File: config.mk
export PLATFORM = sky130hd
export DESIGN_NAME = sumador_restador_serie
export DESIGN_NICKNAME = d
export VERILOG_FILES = /design/src/rtl/sumador_pkg.sv /design/src/rtl/sumador_fragmento.sv /design/src/rtl/sumador_restador_serie.sv
export SDC_FILE = /design/constraint.sdc
export NUM_CORES = 1
export LEC_CHECK = 0
export CORE_ASPECT_RATIO = 1.75
export CORE_MARGIN = 4
export CORE_UTILIZATION = 40
export CTS_BUF_LIST = sky130_fd_sc_hd__clkbuf_4 sky130_fd_sc_hd__clkbuf_8
export DETAILED_ROUTE_END_ITERATION = 8
export GPL_ROUTABILITY_DRIVEN = 0
export PLACE_DENSITY_LB_ADDON = 0.15
export RECOVER_POWER = 50
export SLEW_MARGIN = 40
export SYNTH_ARGS = -nofsm -noshare
export SYNTH_HDL_FRONTEND = slang
export SYNTH_SLANG_ARGS = --single-unit
File: constraint.sdc
create_clock -name clk -period 5.4 [get_ports clk]
set_clock_uncertainty 0.1 [all_clocks]
set_input_delay 0.54 -clock clk [delete_from_list [all_inputs] [get_ports clk]]
set_output_delay 0.54 -clock clk [all_outputs]
set_load 0.01 [all_outputs]
File: src/rtl/sumador_pkg.sv
// Shared types for the digit-serial adder/subtractor: operation codes and FSM states.
package sumador_pkg;

    typedef enum logic [1:0] {
        OP_ADD     = 2'b00,
        OP_SUB     = 2'b01,
        OP_ACC_ADD = 2'b10,
        OP_ACC_SUB = 2'b11
    } op_t;

    typedef enum logic [1:0] {
        ST_IDLE = 2'b00,
        ST_RUN  = 2'b01,
        ST_DONE = 2'b10
    } state_t;

    function automatic logic op_uses_acc(input logic [1:0] op);
        return (op_t'(op) == OP_ACC_ADD) || (op_t'(op) == OP_ACC_SUB);
    endfunction

    function automatic logic op_is_sub(input logic [1:0] op);
        return (op_t'(op) == OP_SUB) || (op_t'(op) == OP_ACC_SUB);
    endfunction

endpackage

File: src/rtl/sumador_fragmento.sv
// Combinational CHUNK-bit adder slice; cmsb is the carry into its top bit,
// recovered from the sum bit so no separate narrower adder is needed.
module sumador_fragmento #(
    parameter int CHUNK = 2
) (
    input  logic [CHUNK-1:0] x,
    input  logic [CHUNK-1:0] y,
    input  logic             cin,
    output logic [CHUNK-1:0] sum,
    output logic             cout,
    output logic             cmsb
);

    logic [CHUNK:0] full;

    assign full = {1'b0, x} + {1'b0, y} + {{CHUNK{1'b0}}, cin};
    assign sum  = full[CHUNK-1:0];
    assign cout = full[CHUNK];
    assign cmsb = x[CHUNK-1] ^ y[CHUNK-1] ^ sum[CHUNK-1];

endmodule

File: src/rtl/sumador_restador_serie.sv
// Digit-serial adder/subtractor with accumulator, valid/ready handshakes and
// registered status flags; one CHUNK-bit slice is reused for N = WIDTH/CHUNK steps.
//
// state   | meaning
// IDLE    | waiting for an operation, in_ready = 1
// RUN     | one CHUNK-bit step per enabled cycle, LSB first
// DONE    | result and flags held, out_valid = 1, until out_ready
module sumador_restador_serie
    import sumador_pkg::*;
#(
    parameter int WIDTH    = 8,
    parameter int CHUNK    = 2,
    parameter bit SATURATE = 1'b0
) (
    input  logic             clk,
    input  logic             rst_n,
    input  logic             ena,
    input  logic             in_valid,
    output logic             in_ready,
    input  logic [WIDTH-1:0] a,
    input  logic [WIDTH-1:0] b,
    input  logic [1:0]       op,
    input  logic             acc_clr,
    output logic             out_valid,
    input  logic             out_ready,
    output logic [WIDTH-1:0] result,
    output logic             carry,
    output logic             overflow,
    output logic             zero,
    output logic             negative
);

    localparam int N  = WIDTH / CHUNK;
    localparam int SW = (N > 1) ? $clog2(N) : 1;
    localparam logic [SW-1:0]    LAST    = SW'(N - 1);
    localparam logic [WIDTH-1:0] MAX_POS = {1'b0, {(WIDTH-1){1'b1}}};
    localparam logic [WIDTH-1:0] MIN_NEG = {1'b1, {(WIDTH-1){1'b0}}};

    generate
        if (WIDTH < 2 || CHUNK < 1 || (WIDTH % CHUNK) != 0) begin : g_bad_params
            $error("sumador_restador_serie: CHUNK must divide WIDTH and WIDTH must be >= 2");
        end
    endgenerate

    state_t           state_q, state_d;
    logic [WIDTH-1:0] x_q, x_d, y_q, y_d, sh_q, sh_d, acc_q, acc_d;
    logic [WIDTH-1:0] result_q, result_d;
    logic             c_q, c_d;
    logic [SW-1:0]    step_q, step_d;
    logic             carry_q, carry_d, ovf_q, ovf_d, zero_q, zero_d, neg_q, neg_d;

    logic [CHUNK-1:0] f_sum;
    logic             f_cout, f_cmsb;
    logic [WIDTH-1:0] sum_ext, sh_next, res_fin;
    logic             ovf_fin;

    sumador_fragmento #(.CHUNK(CHUNK)) u_fragmento (
        .x    (x_q[CHUNK-1:0]),
        .y    (y_q[CHUNK-1:0]),
        .cin  (c_q),
        .sum  (f_sum),
        .cout (f_cout),
        .cmsb (f_cmsb)
    );

    // New digits enter from the MSB side so after N steps the word is aligned.
    assign sum_ext = WIDTH'(f_sum);
    assign sh_next = (sh_q >> CHUNK) | (sum_ext << (WIDTH - CHUNK));
    assign ovf_fin = f_cmsb ^ f_cout;
    assign res_fin = (SATURATE && ovf_fin) ? (sh_next[WIDTH-1] ? MAX_POS : MIN_NEG) : sh_next;

    always_comb begin
        state_d  = state_q;
        x_d      = x_q;
        y_d      = y_q;
        c_d      = c_q;
        step_d   = step_q;
        sh_d     = sh_q;
        acc_d    = acc_q;
        result_d = result_q;
        carry_d  = carry_q;
        ovf_d    = ovf_q;
        zero_d   = zero_q;
        neg_d    = neg_q;
        if (ena) begin
            if (acc_clr) begin
                acc_d = '0;
            end
            case (state_q)
                ST_IDLE: begin
                    if (in_valid) begin
                        x_d     = op_uses_acc(op) ? (acc_clr ? '0 : acc_q) : a;
                        y_d     = op_is_sub(op) ? ~b : b;
                        c_d     = op_is_sub(op);
                        step_d  = '0;
                        state_d = ST_RUN;
                    end
                end
                ST_RUN: begin
                    x_d    = x_q >> CHUNK;
                    y_d    = y_q >> CHUNK;
                    c_d    = f_cout;
                    sh_d   = sh_next;
                    step_d = step_q + 1'b1;
                    // Completion load takes priority over a coincident acc_clr.
                    if (step_q == LAST) begin
                        state_d  = ST_DONE;
                        result_d = res_fin;
                        carry_d  = f_cout;
                        ovf_d    = ovf_fin;
                        zero_d   = (res_fin == '0);
                        neg_d    = res_fin[WIDTH-1];
                        acc_d    = res_fin;
                    end
                end
                ST_DONE: begin
                    if (out_ready) begin
                        state_d = ST_IDLE;
                    end
                end
                default: state_d = ST_IDLE;
            endcase
        end
    end

    always_ff @(posedge clk or negedge rst_n) begin
        if (!rst_n) begin
            state_q  <= ST_IDLE;
            x_q      <= '0;
            y_q      <= '0;
            c_q      <= 1'b0;
            step_q   <= '0;
            sh_q     <= '0;
            acc_q    <= '0;
            result_q <= '0;
            carry_q  <= 1'b0;
            ovf_q    <= 1'b0;
            zero_q   <= 1'b0;
            neg_q    <= 1'b0;
        end else begin
            state_q  <= state_d;
            x_q      <= x_d;
            y_q      <= y_d;
            c_q      <= c_d;
            step_q   <= step_d;
            sh_q     <= sh_d;
            acc_q    <= acc_d;
            result_q <= result_d;
            carry_q  <= carry_d;
            ovf_q    <= ovf_d;
            zero_q   <= zero_d;
            neg_q    <= neg_d;
        end
    end

    assign in_ready  = (state_q == ST_IDLE);
    assign out_valid = (state_q == ST_DONE);
    assign result    = result_q;
    assign carry     = carry_q;
    assign overflow  = ovf_q;
    assign zero      = zero_q;
    assign negative  = neg_q;

endmodule

==> results.py <==
metrics = {
    "run_status": {
        "outcome": "finished, violations left",
        "violations": "max-capacitance violations, max-slew violations",
    },
    "synth": {
        "synth_fa_ha_area_share_pct": 2.88,
        "synthesis.nets": 231,
        "synth_xor_area_share_pct": 3.87,
        "synth_compound_area_share_pct": 14.0,
        "synth_cells": 203,
        "synth-simple-area-share_pct": 11.4,
        "synthMuxAreaShare_pct": 10.1,
        "synth_top_family_by_area": "compound AO/OA/AOI/OAI gates",
        "synthesis.area_um2": 2260,
        "seq_area_frac_synth_pct": 50.9,
        "synth_area_per_cell_um2": 11.1,
        "synth_cell_types": 38,
        "ys_warn_count": 0,
        "synth-seq-cells": 46,
    },
    "die": {
        "fp.coreArea_um2": 5540,
        "die-area_um2": 6970,
        "num_io_pins": 38,
        "die_w_um": 64.8,
        "die_y_um": 107,
        "initial_core_util_pct": 40.8,
        "row_count": 36,
    },
    "clocking": {
        "hold_buffers": 0,
        "h-tree-depth": 2,
        "cts_tree": "done",
        "cts_buffers": 5,
        "cts_setup_buffers": 0,
        "cts_sinks": 46,
        "clk_path_buf_depth": 2,
        "cts_root_buffer": "clkbuf_8",
        "clk_latency_ps": 300,
        "cts_resized": 0,
        "cts.clk_slew.worst_paths_ps": 90,
    },
    "critical_path": {
        "crit_arrival_ps": 2300,
        "timing.critical_path.from": "rst_n",
        "slowest_stage": "clkbuf_1",
        "worst_path_largest_cell_delay_ps": 1730,
        "crit_required_ps": 5190,
        "ff2ff_setup_slack_ps": 3240,
        "cp_max_fo": 46,
        "cp_cell_sequence": "clkbuf_1",
        "worstReg2RegStart": "c_q",
        "critPathBufInv": 1,
        "path_class": "input pin to asynchronous set/reset pin",
        "endpoint_kind": "asynchronous set/reset pin",
        "r2r_cells": 6,
        "critPathTopFamily": "buffers and inverters",
        "setup.worst_path.start_class": "input pin",
        "r2r-end": "overflow",
    },
    "layout": {
        "layout_commonest_cell": "dfrtp_1",
        "fillCellCount": 505,
        "drive_gt1_share_pct": 11.1,
        "final_net_count": 261,
        "layout_common_cells": "dfrtp_1 (46), clkdlybuf4s50_1 (35), nand2_1 (29), inv_1 (16), o21ai_0 (13)",
        "seq_area_um2": 1150,
        "area_delta_synth_final_pct": 20.4,
        "n_antenna_cell": 0,
        "multi_input_area_um2": 956,
    },
    "drt": {
        "finalWirelength_um": 5060,
        "wire_per_inst_um": 16.3,
        "first_pass_iters": 4,
        "drc_errors": 0,
        "viasPerCell": 5.08,
        "antenna_left": 0,
        "via_count": 1574,
        "drt_iter0_drc": 52,
    },
    "global_routing": {
        "grt_pass1_vias": 1712,
        "grt_util_all_layers_pct": 16.3,
        "overflow": 0,
        "grt_pass1_wl_um": 8710,
        "antenna_found_initial": 0,
        "grt_max_degree": 47,
    },
    "timing": {
        "finalWorstPathRequiredPeriod_ps": 2510,
        "rsz0062_at_grt": "no",
        "fin_crit_sh_pct": 46.5,
        "tightestPinTransition_ps": 2490,
        "fmax_mhz": 398,
        "finalHoldViolCount": 0,
        "slew_viol_final": 47,
        "relSlewSlack_pct": -65.7,
        "finalSetupViolCount": 0,
        "fin_tns_setup_ps": 0,
    },
    "place": {
        "hpwl_um": 3570,
        "port_buffers": 37,
    },
    "power_and_ir_drop": {
        "leakage_uw": 0.00121,
        "p_int_uw": 936,
        "power.share.clock_pct": 15.1,
        "switching_share_pct": 37.2,
        "p_per_area_nw_per_um2": 547,
        "combPwrFrac_pct": 44.6,
        "p_total_uw": 1490,
        "max-vdd-ir-drop_mv": 0.250,
        "switchingPower_uw": 554,
        "seqPwrFrac_pct": 40.3,
    },
    "min_path": {
        "hold_start": "step_q[0]",
        "min_path_cells": 1,
        "holdCritPathClass": "register to register",
        "hold_end": "step_q[0]",
    },
    "job": {
        "drv_cap": 1,
    },
}
==> power by group through the flow <==
stage | Sequential, uW | Clock (uW) | Combinational [uW]
detailed placement | 606 | 0 | 672
global route | 622 | 245 | 743
floorplan | 575 | 0 | 486
global placement | 603 | 0 | 667
finish | 600 | 225 | 664
CTS | 601 | 234 | 677
==> through the flow <==
step,area [um2],utilization [%],instances,hold slack [ps],setup WS (ps)
final,2720,49.1,310,390,2890
after global routing,2720,49.1,310,410,2390
after CTS,2730,49.2,310,156,3070
after detailed placement,2630,47.5,302,363,2990
after global placement,2630,47.4,302,366,3030
after floorplan,2260,-,203,144,3470
==> how the worst max path moves through the flow <==
stage | slack (ps) | endpoint | cells past startpoint
2_1_floorplan | 3470 | overflow | 6
3_3_place_gp | 3030 | y_q[3] | 4
3_5_place_dp | 2990 | y_q[2] | 4
4_1_cts | 3070 | out_valid | 2
5_1_grt | 2390 | y_q[4] | 1
6_report | 2890 | x_q[4] | 1
==> per-layer routing <==
metal,global-route usage (%),vias to the layer above,wire (um)
met3,3.24,6,221
met5,0,-,0
met1,19.2,758,2100
met4,5.90,0,83
met2,28.8,48,2660
li1,-,762,-
==> kinds of logic after synthesis <==
logic type,count (synthesis)
AND/OR/NAND/NOR,48
AO/OA/AOI/OAI,45
multiplexers,20
adder cells (fa/ha/maj),4
flip-flops,46
XOR/XNOR,10
buffers and inverters,30
==> cell type report <==
cell class / count / area share, %
flip-flops and latches: 46 / 42.3
multi-input cells: 127 / 35.1
clock buffers: 7 / 3.31
repair buffers: 37 / 13.4
clock inverters: 1 / 0.184
well taps: 76 / 3.49
inverters: 16 / 2.21
==> sequential cells by signal, summed over array words and instances (netlist names) <==
signal	cells
step_q	2
y_q	8
state_q	2
x_q	8
acc_q	8
result	8
sh_q	6
overflow	1
c_q	1
zero	1
carry	1
==> worst register-to-register path, cell delays in order (launching register included) <==
cell     delay, ps
dfrtp_1        330
inv_1           60
fa_1           440
fa_1           670
xor2_1         210
xnor2_1        140
o21ai_0         90
==> synth_stat cells <==
cell	number	area share, %
xnor2_1	3	1.2
nor4b_1	2	0.77
nand3_1	2	0.44
fa_1	2	1.8
nand3b_1	1	0.33
buf_4	1	0.33
nand2_1	29	4.8
and4b_1	1	0.44
xor2_1	7	2.7
nor2b_4	1	0.61
a221oi_1	5	1.9
nor2b_1	4	1.1
nand2b_4	1	0.61
a21oi_1	3	0.66
a31oi_1	1	0.28
o2bb2ai_1	6	2.3
a211oi_1	1	0.33
ha_1	2	1.1
o22ai_1	5	1.4
nand4b_2	1	0.66
mux2_2	11	5.5
o21a_1	1	0.33
inv_1	16	2.7
nor3b_1	1	0.33
a22oi_1	2	0.66
mux2_4	3	2.0
o21a_4	1	0.66
mux2i_1	6	2.7
buf_2	6	1.3
buf_6	4	2.0
nor2_1	3	0.50
clkbuf_1	2	0.33
and3b_1	2	0.77
o221ai_1	6	2.3
o21ai_1	1	0.22
buf_1	1	0.17
o21ai_0	13	2.9
dfrtp_1	46	51
Note: power is estimated with default switching activity, not from simulation.
